==> config.mk <==
export PLATFORM = sky130hd
export DESIGN_NAME = serial_divider
export DESIGN_NICKNAME = d
export VERILOG_FILES = /design/src/rtl/div_pkg.sv /design/src/rtl/div_step.sv /design/src/rtl/serial_divider.sv
export SDC_FILE = /design/constraint.sdc
export NUM_CORES = 1
export LEC_CHECK = 0
export ABC_AREA = 0
export BUFFER_PORTS_ARGS = -buffer_cell sky130_fd_sc_hd__buf_2
export CELL_PAD_IN_SITES_DETAIL_PLACEMENT = 1
export CELL_PAD_IN_SITES_GLOBAL_PLACEMENT = 2
export CORE_MARGIN = 1
export CORE_UTILIZATION = 38
export DETAILED_ROUTE_END_ITERATION = 10
export PLACE_DENSITY_LB_ADDON = 0.15
export SYNTH_ARGS = -nofsm -noshare
export SYNTH_HDL_FRONTEND = slang
export SYNTH_SLANG_ARGS = --single-unit
==> constraint.sdc <==
create_clock -name clk -period 12.8 [get_ports clk]
set_clock_uncertainty 0.15 [all_clocks]
set_input_delay 0 -clock clk [delete_from_list [all_inputs] [get_ports clk]]
set_output_delay 0 -clock clk [all_outputs]
set_load 0.03 [all_outputs]
==> src/rtl/div_pkg.sv <==
// Shared definitions for the serial restoring divider: default width,
// RV32M divide op encodings and the controller state encoding.
package div_pkg;

    localparam int DIV_XLEN = 32;

    typedef enum logic [1:0] {
        OP_DIV  = 2'b00,
        OP_DIVU = 2'b01,
        OP_REM  = 2'b10,
        OP_REMU = 2'b11
    } div_op_e;

    typedef enum logic [1:0] {
        S_IDLE = 2'd0,
        S_CALC = 2'd1,
        S_FIN  = 2'd2
    } div_state_e;

    // op[0] clear selects the signed variants, op[1] set selects remainder.
    function automatic logic op_is_signed(input logic [1:0] op);
        return ~op[0];
    endfunction

    function automatic logic op_is_rem(input logic [1:0] op);
        return op[1];
    endfunction

endpackage

==> src/rtl/div_step.sv <==
// One restoring-division step: shift {rem,quo} left, trial-subtract the
// divisor in XLEN+1 bits, keep the difference when it is non-negative.
module div_step
    import div_pkg::*;
#(
    parameter int XLEN = DIV_XLEN
) (
    input  logic [XLEN-1:0] rem,
    input  logic [XLEN-1:0] quo,
    input  logic [XLEN-1:0] divisor,
    output logic [XLEN-1:0] rem_next,
    output logic [XLEN-1:0] quo_next
);

    logic [XLEN:0] rem_sh;
    logic [XLEN:0] diff;

    always_comb begin
        rem_sh = {rem, quo[XLEN-1]};
        diff   = rem_sh - {1'b0, divisor};
        if (!diff[XLEN]) begin
            rem_next = diff[XLEN-1:0];
            quo_next = {quo[XLEN-2:0], 1'b1};
        end else begin
            rem_next = rem_sh[XLEN-1:0];
            quo_next = {quo[XLEN-2:0], 1'b0};
        end
    end

endmodule

==> src/rtl/serial_divider.sv <==
// Iterative RV32M divider: XLEN restoring steps on magnitudes, sign fix-up
// on the final step, one-cycle fast path for divide-by-zero and overflow.
//
// state  | meaning
// S_IDLE | waiting for start, operands not yet captured
// S_CALC | one restoring step per cycle, counter 0..XLEN-1
// S_FIN  | done pulse, result register valid
module serial_divider
    import div_pkg::*;
#(
    parameter int XLEN = DIV_XLEN
) (
    input  logic            clk,
    input  logic            rst,
    input  logic            start,
    input  logic [1:0]      op,
    input  logic [XLEN-1:0] dividend,
    input  logic [XLEN-1:0] divisor,
    output logic            busy,
    output logic            done,
    output logic [XLEN-1:0] result
);

    localparam int CNT_W = $clog2(XLEN);
    localparam logic [CNT_W-1:0] CNT_LAST = CNT_W'(XLEN - 1);

    div_state_e state_q, state_d;

    logic [CNT_W-1:0] cnt_q;
    logic [XLEN-1:0]  rem_q, quo_q, dvs_q, result_q;
    logic             rem_sel_q, neg_quo_q, neg_rem_q;

    logic             is_signed, a_neg, b_neg, div_zero, sgn_ovf, fast;
    logic [XLEN-1:0]  a_abs, b_abs, fast_result;
    logic [XLEN-1:0]  step_rem, step_quo, quo_fix, rem_fix;

    // Operand conditioning and special-case detection, used only at accept.
    always_comb begin
        is_signed = op_is_signed(op);
        a_neg     = is_signed & dividend[XLEN-1];
        b_neg     = is_signed & divisor[XLEN-1];
        a_abs     = a_neg ? -dividend : dividend;
        b_abs     = b_neg ? -divisor : divisor;
        div_zero  = (divisor == '0);
        sgn_ovf   = is_signed && (dividend == {1'b1, {(XLEN-1){1'b0}}})
                    && (divisor == '1);
        fast      = div_zero | sgn_ovf;
        if (div_zero) begin
            fast_result = op_is_rem(op) ? dividend : '1;
        end else begin
            fast_result = op_is_rem(op) ? '0 : dividend;
        end
    end

    div_step #(.XLEN(XLEN)) u_step (
        .rem      (rem_q),
        .quo      (quo_q),
        .divisor  (dvs_q),
        .rem_next (step_rem),
        .quo_next (step_quo)
    );

    always_comb begin
        quo_fix = neg_quo_q ? -step_quo : step_quo;
        rem_fix = neg_rem_q ? -step_rem : step_rem;
    end

    always_ff @(posedge clk) begin
        if (rst) begin
            state_q <= S_IDLE;
        end else begin
            state_q <= state_d;
        end
    end

    always_comb begin
        state_d = state_q;
        case (state_q)
            S_IDLE: begin
                if (start) begin
                    state_d = fast ? S_FIN : S_CALC;
                end
            end
            S_CALC: begin
                if (cnt_q == CNT_LAST) begin
                    state_d = S_FIN;
                end
            end
            S_FIN:   state_d = S_IDLE;
            default: state_d = S_IDLE;
        endcase
    end

    always_ff @(posedge clk) begin
        if (rst) begin
            cnt_q     <= '0;
            rem_q     <= '0;
            quo_q     <= '0;
            dvs_q     <= '0;
            result_q  <= '0;
            rem_sel_q <= 1'b0;
            neg_quo_q <= 1'b0;
            neg_rem_q <= 1'b0;
        end else begin
            case (state_q)
                S_IDLE: begin
                    if (start) begin
                        cnt_q     <= '0;
                        rem_q     <= '0;
                        quo_q     <= a_abs;
                        dvs_q     <= b_abs;
                        rem_sel_q <= op_is_rem(op);
                        neg_quo_q <= a_neg ^ b_neg;
                        neg_rem_q <= a_neg;
                        if (fast) begin
                            result_q <= fast_result;
                        end
                    end
                end
                S_CALC: begin
                    rem_q <= step_rem;
                    quo_q <= step_quo;
                    if (cnt_q == CNT_LAST) begin
                        cnt_q    <= '0;
                        result_q <= rem_sel_q ? rem_fix : quo_fix;
                    end else begin
                        cnt_q <= cnt_q + 1'b1;
                    end
                end
                default: begin
                end
            endcase
        end
    end

    always_comb begin
        busy = (state_q != S_IDLE);
        done = (state_q == S_FIN);
    end

    assign result = result_q;

endmodule

Word level (Yosys, flattened, before mapping):

Cells that the tools add are included.

* bits of input ports: 69
* output and inout bits: 34
* bits in registers: 138

* mux-type cells: 25
* equal/unequal tests: 8
* bitwise gates (word level): 5
* reductions and logical operators: 10
* add/subtract/negate cells: 6

Operators with widths (count)
* 32-bit two-way mux: 14
* 32-bit case mux with 2 select lines: 3
* 32-bit negator: 4
* 32-bit equality test (second input constant): 2
* 33-bit by 32-bit subtractor with 33-bit output: 1
* 32-bit logical NOT: 1
* 5-bit two-way mux: 2
* 5-bit case mux with 2 select lines: 1
* 2-bit two-way mux: 3
* 2-bit inequality test (second input constant): 3
* 2-bit AND reduction: 3
* 5-bit by 1-bit adder with 5-bit output (second input constant): 1
* 5-bit equality test (second input constant): 1
* 2-bit case mux with 2 select lines: 1
* 4-bit AND reduction: 1
* 2-bit nonzero test: 2
* 1-bit AND: 2
* 2-bit by 1-bit equality test with 1-bit output (second input constant): 1
* 2-bit equality test (second input constant): 1
* 1-bit logical AND: 2
* 2-bit logical NOT: 1
* 1-bit two-way mux: 1
* 1-bit NOT: 1
* 1-bit bitwise OR: 1
* 1-bit bitwise XOR: 1

Depth between registers and ports, before layout:

Gate-level depths: netlist of the first run.

* depth in word-level cells: 7
* gate-level depth with buffers: 24
* mapped depth without buffers: 22

Cells and area by module:

A second synthesis of the first run with hierarchy kept.

* cell total of the unflattened synthesis: 1429
* area, all modules: 11103.1 µm²

By module, submodules not included
* serial_divider: cells an instance 1089, area an instance 8553.2 µm², instances 1, seq. area each 2762.6 µm²
* div_step: cells an instance 340, area an instance 2549.9 µm², instances 1, seq. area each 0.0 µm²

Worst setup path before layout of the first run:

Ideal clock, no wire load.

* kind: register to register
* from: register quo_q[31]
* to: register result_q[30], in the netlist result[30]
* arrival time: 4.494 ns
* buffers on the path: 2
* setup time: 0.145 ns
* stages on the path, launching flop included: 24
* path slack: 8.011 ns
* data required time: 12.505 ns
* cells stage by stage: dfxtp_1 > inv_1 > ha_1 > inv_1 > fa_1 > a211oi_2 > o211ai_1 > nand3_1 > a21oi_2 > nor3_2 > nor2_8 > inv_2 > buf_2 > buf_2 > nor2_1 > a21oi_1 > ha_1 > and2_1 > and3_1 > a41oi_1 > or3_4 > nor3b_2 > mux2i_1 > a311oi_2

* word-level cells in the longest chain between the ends: 7

Ends and longest elaborated chain
* start, declared: line serial_divider.sv:30 `logic [XLEN-1:0] rem_q, quo_q, dvs_q, result_q;`
* start signal, assigned: line serial_divider.sv:110 `quo_q <= a_abs;`
* start signal, assigned: line serial_divider.sv:122 `quo_q <= step_quo;`
* 33-bit by 32-bit subtractor with 33-bit output: line div_step.sv:20 `diff = rem_sh - {1'b0, divisor};`
* 1-bit two-way mux or 32-bit two-way mux (tied branches): line div_step.sv:21 `if (!diff[XLEN]) begin`
* 32-bit negator (on tied branches): line serial_divider.sv:64, serial_divider.sv:65
* 32-bit two-way mux (on tied branches): line serial_divider.sv:64, serial_divider.sv:65
* 32-bit two-way mux (*): line serial_divider.sv:125 `result_q <= rem_sel_q ? rem_fix : quo_fix;`
* 32-bit two-way mux (*): line serial_divider.sv:123 `if (cnt_q == CNT_LAST) begin`
* 32-bit case mux with 2 select lines (*): line serial_divider.sv:105 `case (state_q)`
* end signal, assigned: line serial_divider.sv:116 `result_q <= fast_result;`
* end signal, assigned: line serial_divider.sv:125
* end, declared: line serial_divider.sv:30

Mark *: on every way between the ends. The rest lies on a longest branch, timed or not. The select of a mux whose other input is x is not followed.
A chain may end at the register's enable or synchronous reset.

Worst setup path after layout of the first run:

Same ends and word-level chain as after synthesis.

==> results of run 1 <==
## cell usage after synthesis, drive strengths merged (5+ instances only)
| cell type | count | area share |
|---|---|---|
| nor3b | 5 | 0.0040 |
| nor2b | 7 | 0.0037 |
| a311oi | 14 | 0.011 |
| clkbuf | 76 | 0.024 |
| nand3 | 32 | 0.014 |
| a21o | 10 | 0.0064 |
| o21ai | 87 | 0.038 |
| o31ai | 27 | 0.017 |
| inv | 63 | 0.020 |
| buf | 28 | 0.013 |
| and3 | 13 | 0.0069 |
| o2111ai | 6 | 0.0050 |
| nor2 | 187 | 0.061 |
| or4 | 9 | 0.0058 |
| nor4 | 19 | 0.011 |
| a211oi | 52 | 0.035 |
| a31oi | 32 | 0.017 |
| mux2i | 34 | 0.029 |
| maj3 | 16 | 0.014 |
| a2111oi | 7 | 0.0052 |
| o41ai | 14 | 0.010 |
| a21oi | 153 | 0.067 |
| nor3 | 45 | 0.020 |
| and2 | 13 | 0.0069 |
| a221oi | 9 | 0.0067 |
| o211ai | 22 | 0.014 |
| and4 | 7 | 0.0052 |
| xor2 | 57 | 0.043 |
| mux2 | 6 | 0.0061 |
| a22oi | 30 | 0.019 |
| nand3b | 5 | 0.0032 |
| o21a | 6 | 0.0039 |
| nand2b | 17 | 0.0091 |
| ha | 39 | 0.042 |
| nand4 | 18 | 0.0096 |
| nand2 | 158 | 0.051 |
| dfxtp | 138 | 0.24 |
| xnor2 | 70 | 0.052 |
| or3 | 18 | 0.010 |
## stage by stage
step / instances / hold slack (ns) / util
2_1_floorplan: 1606 / -0.0140 / -
3_3_place_gp: 2010 / 0.168 / 0.414
3_5_place_dp: 2010 / 0.170 / 0.414
4_1_cts: 2150 / 0.00187 / 0.470
5_1_grt: 2150 / 0.0366 / 0.470
6_report: 2151 / -0.00554 / 0.470
## state kept, by name, summed over array words and instances, names as in the netlist
register   flops
dvs_q         32
quo_q         32
rem_q         32
result        32
cnt_q          5
state_q        2
neg_quo_q      1
neg_rem_q      1
rem_sel_q      1
## cell families after synthesis
group,synth area share
and+or+nand+nor,0.230
xor gates and xnor gates,0.0948
muxes,0.0351
AOI/OAI and AO/OA,0.290
buffers and inverters,0.0574
adders and majority gates,0.0569
DFF,0.235
## worst reg2reg max path, stage by stage (launching register included)
cell and delay, ns:
sky130_fd_sc_hd__dfxtp_1 0.34, sky130_fd_sc_hd__inv_1 0.07, sky130_fd_sc_hd__ha_1 0.16, sky130_fd_sc_hd__inv_1 0.05
sky130_fd_sc_hd__fa_1 0.45, sky130_fd_sc_hd__a211oi_2 0.24, sky130_fd_sc_hd__o211ai_1 0.18, sky130_fd_sc_hd__nand3_1 0.23
sky130_fd_sc_hd__a21oi_2 0.12, sky130_fd_sc_hd__o21a_2 0.36, sky130_fd_sc_hd__nor2_8 0.58, sky130_fd_sc_hd__inv_2 0.47
sky130_fd_sc_hd__a21oi_1 0.37, sky130_fd_sc_hd__ha_1 0.27, sky130_fd_sc_hd__nor2b_1 0.34, sky130_fd_sc_hd__nand2_1 0.10
sky130_fd_sc_hd__a21oi_1 0.15, sky130_fd_sc_hd__a41oi_1 0.16, sky130_fd_sc_hd__or3_4 0.53, sky130_fd_sc_hd__nor3b_2 0.23
sky130_fd_sc_hd__mux2i_1 0.24, sky130_fd_sc_hd__a311oi_2 0.11
## cell type report
type / instances / area [um2]
inverter: 64 / 240
clock inverter: 14 / 148
timing repair buffer: 226 / 1710
clock buffer: 18 / 439
fill: 3782 / 15900
antenna: 1 / 2.50
sequential: 138 / 2760
tap: 390 / 488
multi-input combinational: 1300 / 8320
## power by group through the flow
| stage | sequential (mW) | clock (mW) | combinational, mW |
|---|---|---|---|
| 3_5_place_dp | 0.489 | 0 | 0.687 |
| 3_3_place_gp | 0.488 | 0 | 0.678 |
| 4_1_cts | 0.479 | 0.520 | 0.723 |
| 2_1_floorplan | 0.479 | 0 | 0.488 |
| 6_report | 0.480 | 0.512 | 0.732 |
| 5_1_grt | 0.483 | 0.537 | 0.790 |
## worst max-delay path by stage
stage | from | to | slack [ns]
after global routing | quo_q[31] | result[26] | 6.33
after floorplan | quo_q[31] | result[30] | 8.01
after CTS | quo_q[31] | result[26] | 6.83
final | quo_q[31] | result[30] | 6.74
after global placement | quo_q[31] | result[30] | 7.06
after detailed placement | quo_q[31] | result[30] | 6.86
## routing by layer
layer | vias to the layer above | share of wire | track usage
li1 | 6172 | - | -
met1 | 6441 | 0.46 | 0.403
met2 | 292 | 0.47 | 0.497
met3 | 77 | 0.044 | 0.0452
met4 | 2 | 0.024 | 0.0944
met5 | - | 0.00028 | 0
## placed cells by master, fill, tap and decap left out, types with 12 or more instances in the layout
| cell | synthesis | routed |
|---|---|---|
| sky130_fd_sc_hd__o211ai_1 | 22 | 22 |
| sky130_fd_sc_hd__nor3_1 | 44 | 44 |
| sky130_fd_sc_hd__clkbuf_16 | 0 | 17 |
| sky130_fd_sc_hd__and3_1 | 13 | 13 |
| sky130_fd_sc_hd__xor2_1 | 57 | 57 |
| sky130_fd_sc_hd__nor4_1 | 17 | 17 |
| sky130_fd_sc_hd__dfxtp_1 | 138 | 138 |
| sky130_fd_sc_hd__a31oi_1 | 32 | 32 |
| sky130_fd_sc_hd__nor2_1 | 185 | 184 |
| sky130_fd_sc_hd__buf_2 | 14 | 101 |
| sky130_fd_sc_hd__a21oi_1 | 148 | 148 |
| sky130_fd_sc_hd__maj3_1 | 16 | 16 |
| sky130_fd_sc_hd__nand2b_1 | 17 | 16 |
| sky130_fd_sc_hd__inv_1 | 61 | 61 |
| sky130_fd_sc_hd__buf_4 | 3 | 17 |
| sky130_fd_sc_hd__nand3_1 | 32 | 32 |
| sky130_fd_sc_hd__ha_1 | 39 | 39 |
| sky130_fd_sc_hd__or3_1 | 17 | 17 |
| sky130_fd_sc_hd__and2_1 | 13 | 12 |
| sky130_fd_sc_hd__nand2_1 | 158 | 158 |
| sky130_fd_sc_hd__o21ai_0 | 79 | 79 |
| sky130_fd_sc_hd__nand4_1 | 18 | 18 |
| sky130_fd_sc_hd__o41ai_1 | 14 | 14 |
| sky130_fd_sc_hd__a311oi_1 | 13 | 13 |
| sky130_fd_sc_hd__o31ai_1 | 27 | 27 |
| sky130_fd_sc_hd__xnor2_1 | 70 | 70 |
| sky130_fd_sc_hd__dlygate4sd3_1 | 0 | 108 |
| sky130_fd_sc_hd__a211oi_1 | 47 | 47 |
| sky130_fd_sc_hd__a22oi_1 | 30 | 30 |
| sky130_fd_sc_hd__mux2i_1 | 34 | 34 |
## timing repair
action / 4_1_cts / 5_1_grt
buffers inserted: 0 / 0
hold buffers: 108 / 0
resized for setup: 0 / 0
hold endpoints to repair: 89 / 0
==> impl_metrics.yaml, run 1 <==
placed_design:
  io_buffer_count: 102
  placement.setup.worst_slack_ns: 6.86
  finalWeightedCongestion: 0.883
  detailed_place.area_um2: 12400
  hpwl_mm: 34.1
worst_hold_path:
  start_point_of_the_worst_hold_path: "start"
  min_delay_path_depth: 4
  timing.hold.worst.class: "input pin to flop"
  worstHoldEndpoint: "quo_q[28]"
power:
  power.total_mw: 1.72
  power-per-cell-area_nw_per_um2: 122
  vdd_ir_drop_max_v: 0.0000888
  comb_power_share: 0.425
  swShare: 0.414
  total_leakage_power_nw: 5.43
  p_int_mw: 1.01
  power.sequential.fraction: 0.278
  p_clk_frac: 0.297
  switchingPower_mw: 0.714
timing:
  maxClockFrequency_mhz: 165
  timing.final.crit_share: 0.474
  final-hold-violation-count: 1
  layout_setup_ws_ns: 6.74
  rsz0062_at_grt: "false"
  worstMarginPinSlew_ns: 0.999
  finalWorstPathRequiredPeriod_ns: 6.06
  finalSetupViolCount: 0
  hold-worst-slack_ns: -0.00554
  setup_tns_ns: 0
  worst_slew_margin_rel: 0.334
  timing.final.max_slew_violations: 0
status:
  violated_checks: "negative hold slack"
  status: "finished, violations left"
global_route:
  grt_start_max_net_pins: 81
  antenna_found_initial: 2
  globalRouteTotalUtil: 0.302
  grt_pass1_wl_mm: 73.5
  grt-ovfl-total: 0
  vias_in_the_first_global_route: 13003
critical_path:
  crit_family: "simple AND/OR/NAND/NOR gates"
  rr_endpoint: "result[30]"
  worstSetupPathDepth: 21
  worst_ep_required_time_ns: 12.93
  startpoint_type: "flop"
  critical_path.endpoint_type: "flop"
  crit_fanout: 35
  cpMaxStageDelayCell: "sky130_fd_sc_hd__nor2_8"
  worstRegToRegCells: 21
  critPathKind: "flop to flop"
  cp_slowest_stage_delay_ns: 0.57
  timing.reg2reg.setup_slack_ns: 6.74
  worstPathArrival_ns: 6.19
  critical_path_buf_inv_count: 3
  path_cells: "inv_1 > ha_1 > inv_1 > fa_1 > a211oi_2 > o211ai_1 > nand3_1 > a21oi_2 > o21a_2 > nor2_8 > inv_2 > a21oi_1 > ha_1 > nor2b_1 > nand2_1 > a21oi_1 > a41oi_1 > or3_4 > nor3b_2 > mux2i_1 > a311oi_2"
  reg_to_reg_startpoint: "quo_q[31]"
route:
  remaining_drc_errors: 0
  wirelength_mm: 46.9
  ant_nets: 0
  drtIter0Drc: 974
  detailedRoute.firstPassIterationCount: 5
  via_count: 12984
  wire_per_inst_um: 21.8
  drt-vias-per-instance: 6.04
die:
  std_cell_rows: 63
  io_pins: 103
  design.die.area_um2: 31600
  die_w_um: 178
  floorplan.core_area_um2: 30000
  die_y_um: 178
  initial_utilization: 0.391
yosys:
  synth_edf_count: 0
  synth.avg_cell_area_um2: 7.31
  yosys_most_used_dff: "sky130_fd_sc_hd__dfxtp_1"
  yosysWarningCount: 0
  yosys_register_bits: 138
  synthArstFlopShare: 0
  ys_seq_area_frac: 0.235
  post_syn_nets: 1715
  syn-cell-area_um2: 11700
  post_synth_inst_count: 1606
  post_synth_num_cell_types: 93
finish:
  num-nets-final: 1856
  drive_gt1_frac: 0.110
  flow.area_growth_from_synthesis_pct: 20.3
  finish.instance_area_um2: 14100
cts:
  clock_tree_from_tritoncts: "done"
  cts.clk_slew.worst_paths_ns: 0.06
  cts_sinks: 138
  cts-htree-levels: 4
  max-clock-path-buffers: 2
  worstSkewPairLatency_ns: 0.44
  clock-root-buffer: "sky130_fd_sc_hd__clkbuf_16"
  cts_buffers: 17
run:
  max_cap_viol_count: 0
(Power assumes the default switching activity.)
==> run 2, diff against run 1 <==
CORE_UTILIZATION = 32   (was 38)
clock period = 5.06 ns   (was 12.8 ns; I/O delays follow)
==> impl_metrics.yaml, run 2 (synthesis gave the netlist of run 1 again) <==
die:
  io_pins: 103
  initial_utilization: 0.328
  die_y_um: 194
  design.die.area_um2: 37500
  die_w_um: 194
  std_cell_rows: 69
  floorplan.core_area_um2: 35800
power:
  power.total_mw: 4.41
  vdd_ir_drop_max_v: 0.000268
  swShare: 0.419
  switchingPower_mw: 1.85
  comb_power_share: 0.439
  power.sequential.fraction: 0.275
  power-per-cell-area_nw_per_um2: 308
  p_int_mw: 2.56
  total_leakage_power_nw: 5.52
  p_clk_frac: 0.286
placed_design:
  placement.setup.worst_slack_ns: 0.164
  io_buffer_count: 102
  detailed_place.area_um2: 12800
  finalWeightedCongestion: 0.850
  hpwl_mm: 36.9
timing:
  rsz0062_at_grt: "false"
  worst_slew_margin_rel: 0.343
  final-hold-violation-count: 0
  finalSetupViolCount: 0
  timing.final.crit_share: 0.946
  layout_setup_ws_ns: 0.274
  setup_tns_ns: 0
  timing.final.max_slew_violations: 0
  worstMarginPinSlew_ns: 0.986
  maxClockFrequency_mhz: 209
  finalWorstPathRequiredPeriod_ns: 4.79
finish:
  multiInputGateArea_um2: 8360
  num-nets-final: 1875
  antenna_diode_instance_count: 0
  drive_gt1_frac: 0.130
  area.sequential_um2: 2760
  finish.instance_area_um2: 14300
  fillCellCount: 4455
  mostFrequentLayoutCells: "sky130_fd_sc_hd__nor2_1 (184), sky130_fd_sc_hd__nand2_1 (158), sky130_fd_sc_hd__a21oi_1 (148), sky130_fd_sc_hd__dfxtp_1 (138), sky130_fd_sc_hd__buf_2 (101)"
  layout.cells.most_common: "sky130_fd_sc_hd__nor2_1"
  flow.area_growth_from_synthesis_pct: 22.1
critical_path:
  path_cells: "inv_1 > ha_1 > inv_1 > fa_1 > a211oi_2 > o211ai_1 > nand3_2 > a21oi_2 > o21a_2 > nor2_8 > mux2i_2 > ha_1 > and2_1 > and3_1 > a41oi_1 > or3_4 > nor3b_2 > mux2i_1 > a311oi_2"
  cp_slowest_stage_delay_ns: 0.50
  worstPathArrival_ns: 4.93
  critical_path.endpoint_type: "flop"
  timing.reg2reg.setup_slack_ns: 0.27
  cpMaxStageDelayCell: "sky130_fd_sc_hd__or3_4"
  reg_to_reg_startpoint: "quo_q[31]"
  critical_path_buf_inv_count: 2
  crit_family: "simple AND/OR/NAND/NOR gates"
  worstRegToRegCells: 19
  worst_ep_required_time_ns: 5.21
  startpoint_type: "flop"
  timing.critical_path.from: "quo_q[31]"
  crit_fanout: 4
  critPathKind: "flop to flop"
  rr_endpoint: "result[30]"
global_route:
  grt_pass1_wl_mm: 77.0
  antenna_found_initial: 1
  grt-ovfl-total: 0
  grt_start_max_net_pins: 82
  vias_in_the_first_global_route: 12993
  globalRouteTotalUtil: 0.264
run:
  max_cap_viol_count: 0
cts:
  cts-htree-levels: 4
  postCtsSetupBuffers: 0
  cts_buffers: 17
  worstSkewPairLatency_ns: 0.45
  clock-root-buffer: "sky130_fd_sc_hd__clkbuf_16"
  max-clock-path-buffers: 2
  clock_tree_from_tritoncts: "done"
  cts.clk_slew.worst_paths_ns: 0.07
  cts_sinks: 138
worst_hold_path:
  min_delay_path_depth: 3
  timing.hold.worst.class: "input pin to flop"
  start_point_of_the_worst_hold_path: "divisor[7]"
  worstHoldEndpoint: "dvs_q[7]"
route:
  drtIter0Drc: 764
  via_count: 12899
  wire_per_inst_um: 22.1
  drt-vias-per-instance: 5.76
  wirelength_mm: 49.5
  remaining_drc_errors: 0
  detailedRoute.firstPassIterationCount: 7
  ant_nets: 0
status:
  status: "complete, no violations"
## run 2: cell types whose count changed in the layout (fill, tap and decap cells not counted), moves of 2 or more
cell	previous run	this run
sky130_fd_sc_hd__buf_4	17	50
sky130_fd_sc_hd__clkinvlp_4	5	3
sky130_fd_sc_hd__dlygate4sd3_1	108	94
sky130_fd_sc_hd__o41ai_1	14	12
sky130_fd_sc_hd__o41ai_2	0	2
## run 2: per-layer routing
| metal | GRT usage | up-vias | routed length [um] |
|---|---|---|---|
| li1 | - | 6219 | - |
| met1 | 0.365 | 6357 | 23900 |
| met2 | 0.428 | 261 | 22900 |
| met3 | 0.0289 | 62 | 1660 |
| met4 | 0.0841 | 0 | 1080 |
| met5 | 0 | - | 0 |
## run 2: power groups by stage
stage | combinational (mW) | clock [mW] | sequential [mW]
6_report | 1.94 | 1.26 | 1.22
5_1_grt | 2.10 | 1.33 | 1.22
4_1_cts | 1.91 | 1.30 | 1.21
3_5_place_dp | 1.83 | 0 | 1.24
3_3_place_gp | 1.82 | 0 | 1.24
2_1_floorplan | 1.23 | 0 | 1.21
## run 2: how the worst max path moves through the flow
stage                     slack [ns]          to  cells after the start
after global placement          0.30  result[26]                     20
after global routing            0.02  result[30]                     18
after floorplan                 0.27  result[30]                     23
after detailed placement        0.16  result[26]                     20
final                           0.27  result[30]                     19
after CTS                       0.13  result[26]                     20
## run 2: final cells by class
class	count	area share
tap	461	0.0403
clock buffer	19	0.0316
inverter	64	0.0168
sequential	138	0.193
multi-input combinational	1300	0.583
timing repair buffer	245	0.127
clock inverter	13	0.00812
## run 2: worst register-to-register path, stage by stage, from the launching register on
cell and delay, ns:
sky130_fd_sc_hd__dfxtp_1 0.31, sky130_fd_sc_hd__inv_1 0.05, sky130_fd_sc_hd__ha_1 0.17, sky130_fd_sc_hd__inv_1 0.06
sky130_fd_sc_hd__fa_1 0.43, sky130_fd_sc_hd__a211oi_2 0.25, sky130_fd_sc_hd__o211ai_1 0.20, sky130_fd_sc_hd__nand3_2 0.16
sky130_fd_sc_hd__a21oi_2 0.10, sky130_fd_sc_hd__o21a_2 0.26, sky130_fd_sc_hd__nor2_8 0.15, sky130_fd_sc_hd__mux2i_2 0.30
sky130_fd_sc_hd__ha_1 0.25, sky130_fd_sc_hd__and2_1 0.19, sky130_fd_sc_hd__and3_1 0.22, sky130_fd_sc_hd__a41oi_1 0.30
sky130_fd_sc_hd__or3_4 0.50, sky130_fd_sc_hd__nor3b_2 0.22, sky130_fd_sc_hd__mux2i_1 0.23, sky130_fd_sc_hd__a311oi_2 0.11
## run 2: what timing repair did
item	CTS	global route
endpoints found under the hold margin	80	0
setup endpoints to repair	0	7
resized for setup	0	7
hold buffers	94	0
## run 2: metrics by stage
stage                     hold slack, ns  cells  utilization
after floorplan                  -0.0140   1606            -
after global placement             0.200   2114        0.357
after detailed placement           0.204   2114        0.357
after CTS                        0.00242   2240        0.399
after global routing              0.0712   2240        0.400
final                             0.0214   2240        0.400
==> run 3, diff against run 2 <==
RECOVER_POWER = 100   (was unset)
==> impl_metrics.yaml, run 3 (synthesis gave the netlist of run 1 again) <==
route:
  drtIter0Drc: 704
  detailedRoute.firstPassIterationCount: 8
  remaining_drc_errors: 1
  wirelength_mm: 49.4
  drt-vias-per-instance: 5.75
  ant_nets: 0
  via_count: 12879
  wire_per_inst_um: 22.1
placed_design:
  hpwl_mm: 36.9
  io_buffer_count: 102
  finalWeightedCongestion: 0.850
  dpl.cell_count: 2114
  placement.setup.worst_slack_ns: 0.164
  detailed_place.area_um2: 12800
finish:
  num-nets-final: 1875
  final-instance-count-excl-fill: 2240
  finish.instance_area_um2: 14200
  drive_gt1_frac: 0.102
  layout.cells.most_common: "sky130_fd_sc_hd__nor2_1"
  mostFrequentLayoutCells: "sky130_fd_sc_hd__nor2_1 (185), sky130_fd_sc_hd__nand2_1 (158), sky130_fd_sc_hd__a21oi_1 (148), sky130_fd_sc_hd__dfxtp_1 (138), sky130_fd_sc_hd__dlygate4sd3_1 (94)"
  antenna_diode_instance_count: 0
  layout.core_utilization: 0.397
  flow.area_growth_from_synthesis_pct: 21.2
  fillCellCount: 4490
global_route:
  globalRouteMet3Util: 0.0289
  antenna_found_initial: 2
  vias_in_the_first_global_route: 12993
  grt_start_max_net_pins: 82
  groute.layer.met1.usage: 0.365
  globalRouteTotalUtil: 0.264
  grt_util_met2: 0.428
  grt.busiest_layer: "met2"
  grt_pass1_wl_mm: 77.0
  grt-ovfl-total: 0
timing:
  maxClockFrequency_mhz: 210
  rsz0062_at_grt: "false"
  finalSetupViolCount: 0
  worst_slew_margin_rel: -0.884
  timing.final.max_slew_violations: 218
  worstMarginPinSlew_ns: 2.82
  finalWorstPathRequiredPeriod_ns: 4.77
  setup_tns_ns: 0
  hold-worst-slack_ns: 0.0204
  timing.final.crit_share: 0.942
  final-hold-violation-count: 0
  layout_setup_ws_ns: 0.292
status:
  status: "finished, violations left"
  violated_checks: "design-rule violations, max-capacitance violations, max-slew violations"
critical_path:
  worstPathArrival_ns: 4.92
  startpoint_type: "flop"
  worst_ep_required_time_ns: 5.21
  critPathKind: "flop to flop"
  crit_fanout: 4
  rr_endpoint: "result[30]"
  timing.critical_path.from: "quo_q[31]"
  timing.reg2reg.setup_slack_ns: 0.29
  worst_setup_path_endpoint: "result[30]"
  critical_path.endpoint_type: "flop"
  worstRegToRegCells: 20
  reg_to_reg_startpoint: "quo_q[31]"
worst_hold_path:
  min_delay_path_depth: 3
  timing.hold.worst.class: "input pin to flop"
die:
  floorplan.core_area_um2: 35800
  io_pins: 103
  die_y_um: 194
  design.die.area_um2: 37500
  std_cell_rows: 69
  die_w_um: 194
  initial_utilization: 0.328
cts:
  max-clock-path-buffers: 2
  clock-root-buffer: "sky130_fd_sc_hd__clkbuf_16"
  postCtsSetupBuffers: 0
  cts_buffers: 17
  clock_tree_from_tritoncts: "done"
  cts-htree-levels: 4
  cts_sinks: 138
  worstSkewPairLatency_ns: 0.45
  cts.clk_slew.worst_paths_ns: 0.07
power:
  power.total_mw: 4.39
  power-per-cell-area_nw_per_um2: 308
  total_leakage_power_nw: 5.33
  vdd_ir_drop_max_v: 0.000267
run:
  max_cap_viol_count: 4
run 3: changes by cell type in the layout (fill, tap and decap cells not counted), sizes merged:
cell    previous run  this run
clkbuf            19        63
buf              151       107
run 3: area by class of cell:
type / count / area (um2) / share of cell area
Inverter: 64 / 240 / 0.0169
Tap cell: 461 / 577 / 0.0405
Multi-Input combinational cell: 1300 / 8340 / 0.586
Sequential cell: 138 / 2760 / 0.194
Clock inverter: 13 / 116 / 0.00818
Timing Repair Buffer: 245 / 1750 / 0.123
Clock buffer: 19 / 453 / 0.0318
run 3: what timing repair did:
action,CTS,global route
hold buffers,94,0
resized for setup,0,7
endpoints found under the hold margin,80,0
endpoints found under the setup margin,0,7
run 3: how the worst min path moves through the flow:
stage,startpoint,endpoint,slack (ns)
detailed placement,divisor[29],dvs_q[29],0.20
global placement,divisor[28],dvs_q[28],0.20
CTS,divisor[7],dvs_q[7],0.002
global route,start,quo_q[20],0.06
floorplan,divisor[0],dvs_q[0],-0.01
finish,divisor[7],dvs_q[7],0.02
run 3: power by group:
part           internal, mW  switching [mW]
logic                 0.699            1.21
registers              1.15          0.0690
clock network         0.704           0.558
run 3: metal layers:
layer | vias to the layer above | wire length [um]
li1 | 6214 | -
met1 | 6346 | 23800
met2 | 260 | 22800
met3 | 59 | 1730
met4 | 0 | 1080
met5 | - | 0
run 3: critical path, stage by stage, from the launching register on:
cell	delay [ns]
sky130_fd_sc_hd__dfxtp_1	0.31
sky130_fd_sc_hd__inv_1	0.05
sky130_fd_sc_hd__ha_1	0.17
sky130_fd_sc_hd__inv_1	0.06
sky130_fd_sc_hd__fa_1	0.43
sky130_fd_sc_hd__a211oi_2	0.25
sky130_fd_sc_hd__o211ai_1	0.20
sky130_fd_sc_hd__nand3_2	0.16
sky130_fd_sc_hd__a21oi_2	0.10
sky130_fd_sc_hd__o21a_2	0.26
sky130_fd_sc_hd__nor2_8	0.15
sky130_fd_sc_hd__mux2i_2	0.30
sky130_fd_sc_hd__ha_1	0.26
sky130_fd_sc_hd__nor2b_2	0.21
sky130_fd_sc_hd__nand2_1	0.07
sky130_fd_sc_hd__a21oi_1	0.25
sky130_fd_sc_hd__a41oi_1	0.17
sky130_fd_sc_hd__or3_4	0.49
sky130_fd_sc_hd__nor3b_2	0.22
sky130_fd_sc_hd__mux2i_1	0.23
sky130_fd_sc_hd__a311oi_2	0.11
